==> src/rtl/multicycle_exec_ctrl.sv <==
`default_nettype none
`timescale 1ns/1ps
// ============================================================================
// Module   : multicycle_exec_ctrl
// Purpose  : Shared launch/stall/capture controller for long-latency EX units,
//            with latency timeout, illegal-select error path and flush abort.
// Revision : 1.0  initial release
// ============================================================================
module multicycle_exec_ctrl #(
  parameter int WIDTH   = 64,
  parameter int N_UNITS = 2,
  parameter int SEL_W   = 2,
  parameter int MAX_LAT = 128
) (
  input  logic                     clk,
  input  logic                     reset_n,
  input  logic                     issue_valid,
  input  logic [SEL_W-1:0]         issue_sel,
  input  logic [WIDTH-1:0]         issue_a,
  input  logic [WIDTH-1:0]         issue_b,
  input  logic                     flush,
  output logic [N_UNITS-1:0]       fu_valid_in,
  output logic [WIDTH-1:0]         fu_a,
  output logic [WIDTH-1:0]         fu_b,
  input  logic [N_UNITS-1:0]       fu_valid_out,
  input  logic [N_UNITS*WIDTH-1:0] fu_result,
  output logic                     stall,
  output logic [WIDTH-1:0]         result,
  output logic                     result_valid,
  output logic [1:0]               err
);

  localparam int CNT_W = $clog2(MAX_LAT + 1);
  localparam logic [CNT_W-1:0] c_CNT_LAST = CNT_W'(MAX_LAT - 1);

  localparam logic [1:0] c_IDLE   = 2'd0;
  localparam logic [1:0] c_LAUNCH = 2'd1;
  localparam logic [1:0] c_WAIT   = 2'd2;
  localparam logic [1:0] c_DONE   = 2'd3;

  logic [1:0]       r_state;
  logic [1:0]       w_next_state;
  logic [SEL_W-1:0] r_sel;
  logic [WIDTH-1:0] r_a;
  logic [WIDTH-1:0] r_b;
  logic [CNT_W-1:0] r_cnt;
  logic [WIDTH-1:0] r_result;
  logic [1:0]       r_err;

  logic             w_sel_ok;
  logic             w_fu_done;
  logic [WIDTH-1:0] w_fu_res;
  logic             w_timeout;
  logic             w_abort;

  assign w_sel_ok  = int'(issue_sel) < N_UNITS;
  assign w_timeout = (r_cnt == c_CNT_LAST);
  // A flush seen in IDLE is a no-op so it never blocks a same-cycle launch.
  assign w_abort   = flush && (r_state != c_IDLE);

  always_comb begin
    w_fu_done = 1'b0;
    w_fu_res  = '0;
    for (int k = 0; k < N_UNITS; k++) begin
      if (r_sel == SEL_W'(k)) begin
        w_fu_done = fu_valid_out[k];
        w_fu_res  = fu_result[k*WIDTH +: WIDTH];
      end
    end
  end

  always_ff @(posedge clk or negedge reset_n) begin
    if (!reset_n) begin
      r_state <= c_IDLE;
    end else begin
      r_state <= w_next_state;
    end
  end

  always_comb begin
    w_next_state = r_state;
    case (r_state)
      c_IDLE:   if (issue_valid) w_next_state = w_sel_ok ? c_LAUNCH : c_DONE;
      c_LAUNCH: w_next_state = c_WAIT;
      c_WAIT:   if (w_fu_done || w_timeout) w_next_state = c_DONE;
      c_DONE:   w_next_state = c_IDLE;
      default:  w_next_state = c_IDLE;
    endcase
    if (w_abort) begin
      w_next_state = c_IDLE;
    end
  end

  always_comb begin
    stall        = 1'b0;
    result_valid = 1'b0;
    if (reset_n) begin
      stall        = (r_state == c_IDLE) ? issue_valid : (r_state != c_DONE);
      result_valid = (r_state == c_DONE) && !flush;
    end
  end

  for (genvar k = 0; k < N_UNITS; k++) begin : g_launch
    assign fu_valid_in[k] = (r_state == c_LAUNCH) && (r_sel == SEL_W'(k));
  end

  always_ff @(posedge clk or negedge reset_n) begin
    if (!reset_n) begin
      r_sel    <= '0;
      r_a      <= '0;
      r_b      <= '0;
      r_cnt    <= '0;
      r_result <= '0;
      r_err    <= '0;
    end else if (!w_abort) begin
      case (r_state)
        c_IDLE: begin
          if (issue_valid) begin
            if (w_sel_ok) begin
              r_sel <= issue_sel;
              r_a   <= issue_a;
              r_b   <= issue_b;
            end else begin
              r_err[1] <= 1'b1;
              r_result <= '0;
            end
          end
        end
        c_LAUNCH: r_cnt <= '0;
        c_WAIT: begin
          r_cnt <= r_cnt + CNT_W'(1);
          // Completion beats timeout when both land in the same cycle.
          if (w_fu_done) begin
            r_result <= w_fu_res;
          end else if (w_timeout) begin
            r_err[0] <= 1'b1;
            r_result <= '0;
          end
        end
        default: ;
      endcase
    end
  end

  assign fu_a   = r_a;
  assign fu_b   = r_b;
  assign result = r_result;
  assign err    = r_err;

endmodule
`default_nettype wire

==> config.mk <==
export PLATFORM = sky130hd
export DESIGN_NAME = multicycle_exec_ctrl
export DESIGN_NICKNAME = d
export VERILOG_FILES = /design/src/rtl/multicycle_exec_ctrl.sv
export SDC_FILE = /design/constraint.sdc
export NUM_CORES = 1
export LEC_CHECK = 0
export ABC_AREA = 1
export CORE_AREA = 2 2 180 182
export DETAILED_ROUTE_END_ITERATION = 12
export DIE_AREA = 0 0 182 184
export GPL_ROUTABILITY_DRIVEN = 0
export PLACE_DENSITY = 0.63
export SLEW_MARGIN = 10
export SYNTH_ARGS = -nofsm -noshare
export SYNTH_HDL_FRONTEND = slang
export SYNTH_SLANG_ARGS = --single-unit
export TNS_END_PERCENT = 5
==> constraint.sdc <==
create_clock -name clk -period 3.1 [get_ports clk]
set_input_delay 0.62 -clock clk [delete_from_list [all_inputs] [get_ports clk]]
set_output_delay 0.62 -clock clk [all_outputs]
set_load 0.03 [all_outputs]
Yosys cells after proc, flatten, opt, wreduce, memory -nomap -nowiden. Cells that the tools add are included.

Add/sub/neg operators: 1. Equal/unequal tests: 11. Reduce and logical (&&, ||, !) cells: 17. Multiplexer cells: 18. Order comparisons: 1. Bitwise logic cells: 3.

Operators with widths (number): $mux W64 (6); $pmux W64 S2 (1); $pmux W8 S2 (1); $reduce_and A4 Y1 (3); $ne A3 B3 Y1 const B (3); $add A8 B1 Y8 const B (1); $eq A8 B7 Y1 const B (1); $mux W2 (4); $pmux W2 S4 (1); $ne A2 B2 Y1 const B (3); $reduce_bool A2 Y1 (3); $mux W1 (5); $reduce_and A5 Y1 (1); $eq A2 B1 Y1 const B (2); $eq A2 B2 Y1 const B (2); $logic_and A1 B1 Y1 (4); $logic_not A2 Y1 (2); $reduce_and A2 Y1 (2); $not A1 Y1 (3); $lt A2 B2 Y1 const B (1); $logic_not A1 Y1 (1); $logic_or A1 B1 Y1 (1).

Bits in registers: 206. Output and inout bits: 198. Input bits: 264. Logic and storage cells: 59.

Depth between registers and ports, before layout.
Word-level depth: 7. Gate-level depth with buffers: 11. Mapped depth without buffers: 9.

Worst setup path before layout. OpenSTA, ideal clock, no wires.

Kind: register -> output. Start: register r_sel[0]. End: output fu_valid_in[0]. Path buffers: 3. Path slack: 0.973 ns. Arrival: 1.507 ns. Stages on the path, launching flop included: 5. Cells stage by stage: dfrtp_1 buf_2 buf_2 buf_2 nor3_1.

Cells in the longest elaborated chain, start to end: 2.

RTL lines: start, declared (RTL line 43) `logic [SEL_W-1:0] r_sel;`; start signal, assigned (RTL line 120) `r_sel <= issue_sel;`; $logic_not A2 Y1 (RTL line 104) `assign fu_valid_in[k] = (r_state == c_LAUNCH) && (r_sel == SEL_W'(k));`; $logic_and A1 B1 Y1 (RTL line 104); end, declared (RTL line 22) `output logic [N_UNITS-1:0] fu_valid_in,`.

Every way passes these cells.

Worst setup path after layout.
Start: register r_state[1]. End: output fu_valid_in[0].

Cells in the longest elaborated chain, start to end: 2.

RTL lines: start, declared (RTL line 41) `logic [1:0] r_state;`; start signal, assigned (RTL line 74) `r_state <= c_IDLE;`; start signal, assigned (RTL line 76) `r_state <= w_next_state;`; $eq A2 B1 Y1 (RTL line 104); $logic_and A1 B1 Y1 (RTL line 104).

Every way passes these cells.

==> results summary <==
For this run, the top clock speed supported by timing is 369.6 MHz. The via total after detailed routing is 8017. The flop-to-flop setup slack came out at 0.91 ns. Counting tap cells, the placed design contains a total of 1701 instances. For this design the total switching power over the nets is 6679 µW.

The I/O pin count is 462. Of the total power, the clock network draws 0.181. The fraction of power spent switching nets is 0.4139. STA classifies the critical path endpoint as an output pin. The cell sitting at the root of the clock tree is a sky130_fd_sc_hd__clkbuf_16.

The number of pins with negative max-slew slack in the final report is 0. The maximum fanout count along the critical path is 4. After global routing the overflow that remains totals 0. Of the total power, registers draw 0.279. The total count of hold-check failures in the final report came out at 0. Setup repair after global routing left no endpoint under its margin. The net count of the finished layout came out at 1595. The data arrival time at the worst-slack endpoint came out at 2.09 ns. The mapped netlist covers 0.009783 mm². During synthesis, Yosys emitted a total of 0 warnings.

The flow ran to the end, and the final reports show no timing, DRC or antenna violations. The path category of the worst min-delay check is in -> async. Using the TritonRoute via totals, the vias-per-cell ratio works out to 4.597. The vertical die dimension came out at 184 µm. The data required time at the worst endpoint is 2.48 ns. The number of setup buffers added after CTS is 0.

In the routed design, unresolved DRC markers number 0. The largest net degree at the start of global routing came out at 111. The combinational fraction of design power is 0.539. The number of nets handed over by synthesis was 1153. The clock skew is 0.008850 ns. The clock tree from TritonCTS is built. The power density relative to cell area is 1041 mW/mm². Leaving out fill and tap cells, the most frequent cell in the layout is sky130_fd_sc_hd__clkdlybuf4s50_1. The post-synthesis sequential area ratio is 0.5269. The standby leakage power came out at 0.006971 µW.

The relative slew slack is 0.4754. The number of buffers added on ports came out at 461. The first-iteration detailed-routing DRC count is 433. Dividing the detail-routed wire length by the instance count gives 17.94 µm. The final cell utilization of the core is 0.4939. The number of fillers in the final layout is 2839. The hold buffer count at cts came out at 0.

The top cell types in the final layout, fill and taps aside, are 458 x sky130_fd_sc_hd__clkdlybuf4s50_1, 219 x sky130_fd_sc_hd__nand2_1, 205 x sky130_fd_sc_hd__dfrtp_1. The final setup violation count came out at 0. For this configuration, the core starts out at a cell density of 0.3116.

The via count of the first global-routing pass is 8264. The first global-routing pass estimated 47790 µm of wire. The number of maximum-capacitance constraint violations is 0.

Of the cells placed in the final design, the portion with a size suffix greater than 1 is 0.1870. The number of gates resized after CTS was 0. The number of buffers created by CTS came out at 25. The die covers 0.03349 mm². The internal power of the cells is 9457 µW.

The cell row count is 65. The number of sinks driven by the clock tree came out at 206. The latest clock arrival within the worst-skew pair is 0.51 ns.

The HPWL after detailed placement came out at 23140 µm. The iteration count of the initial detailed-routing pass came out at 5. The chip width is 182 µm. The final critical path time including I/O delays and setup is 2.706 ns. The wire length reported by the detailed router came out at 31280 µm. At the pin with the least slew margin, the transition time is 0.7869 ns.

In this run the deepest clock path goes through 3 buffers. The final critical-path share of the clock period is 0.8729. The H-tree depth reported by CTS is 1. In this run the remaining antenna-violating nets after routing total 0. The critical path is of the reg -> out type. After synthesis, the cell types taking the most area are sky130_fd_sc_hd__dfrtp_1 53%, sky130_fd_sc_hd__mux2_4 14%, sky130_fd_sc_hd__nand2_1 8.4%.

Counting flops and latches in the post-synthesis netlist gives 206. The area growth from synthesis to layout is 58.50%. The share of Yosys cell area claimed by the top area cell type came out at 0.5269.

The number of diodes added for antenna fixing is 0. The core footprint came out at 0.03139 mm². The number of distinct library cells after synthesis came out at 27. The number of antenna violations at the first check in global routing came out at 0. The average instance in the mapped netlist occupies 11.07 µm².

The clock edge transition at the registers on the reported setup and hold paths came out at 0.06 ns. IR analysis of the VDD net gives a maximum drop of 0.6451 mV. The aggregate negative setup slack is 0 ns. The category of the worst setup path launch point is a flip-flop. The post-layout instance count excluding filler cells is 1744. The number of standard cells after synthesis came out at 884.

The combined global-route utilization of all metal layers came out at 0.1806. The cell taking the most area after synthesis is sky130_fd_sc_hd__dfrtp_1.
## path summary, 6_finish.rpt
check | from | to | cells after the start
worst max-delay path | r_state[1]$_DFFE_PN0P_ | fu_valid_in[0] | 5
worst min-delay path | reset_n | result[6]$_DFFE_PN0P_ | 1
worst max register to register | r_state[0]$_DFFE_PN0P_ | fu_a[60]$_DFFE_PN0P_ | 7
worst min register to register | result[39]$_DFFE_PN0P_ | result[39]$_DFFE_PN0P_ | 2
max in group asynchronous | reset_n | fu_a[44]$_DFFE_PN0P_ | 2
min in group clk | result[39]$_DFFE_PN0P_ | result[39]$_DFFE_PN0P_ | 2
## layer usage
metal | track usage | vias to the layer above | routed length [µm]
met5 | 0 | - | 0
met4 | 0.05581 | 0 | 942
met3 | 0.03724 | 49 | 1898
met2 | 0.3137 | 269 | 15720
met1 | 0.2259 | 3852 | 12730
li1 | - | 3847 | -
## sequential cells by signal, summed over array words and instances (netlist names)
signal and flops:
fu_a 64, fu_b 64, result 64, r_cnt 8, err 2, r_sel 2, r_state 2
## Yosys cell counts (all sizes together)
library cell,number
buf,53
dfrtp,206
ha,5
a31oi,1
nor2,17
o21ai,69
clkbuf,12
nand4,2
nand3,137
a21oi,4
o31ai,1
o21bai,1
nor3,2
nand2,223
inv,22
mux2,129
## power by group through the flow
stage / clock, µW / sequential (µW) / combinational, µW
finish: 2920 / 4510 / 8700
global placement: 0 / 4500 / 8710
global route: 3130 / 4650 / 9200
detailed placement: 0 / 4520 / 8760
floorplan: 0 / 6690 / 3080
CTS: 3010 / 4510 / 8790
## metrics by stage
stage	power (µW)	instance area, µm²	setup slack, ns	hold WS, ns
finish	16140	15510	0.3940	0.02044
global route	16990	15510	0.2657	0.01268
CTS	16310	15510	0.3237	0.009903
detailed placement	13280	14680	0.6794	0.4621
global placement	13210	14680	0.6982	0.4551
floorplan	9773	9783	0.9734	0.3244
## area by class of cell
cell class | count | area [µm²] | area share
clock inverter | 8 | 100.1 | 0.006455
inverter | 22 | 82.58 | 0.005326
timing repair buffer | 480 | 4831 | 0.3115
clock buffer | 35 | 723.2 | 0.04664
multi-input combinational | 591 | 4110 | 0.2651
sequential | 206 | 5156 | 0.3325
tap | 402 | 503.0 | 0.03244
## worst max-delay path, stage by stage (launching register included)
cell                              delay, ns
sky130_fd_sc_hd__dfrtp_1               0.41
sky130_fd_sc_hd__inv_1                 0.09
sky130_fd_sc_hd__ha_1                  0.14
sky130_fd_sc_hd__inv_1                 0.05
sky130_fd_sc_hd__nor3_1                0.15
sky130_fd_sc_hd__clkdlybuf4s50_1       0.73
## cells by family after synthesis
kind of cell               count (synthesis)  share of synthesized area
adders and majority gates                  5                   0.006395
and+or+nand+nor                          381                     0.1663
DFF                                      206                     0.5269
buffers and inverters                     87                    0.05525
muxes                                    129                     0.1826
AOI/OAI and AO/OA                         76                    0.06254
No activity file was read; power rests on OpenSTA's default activity.
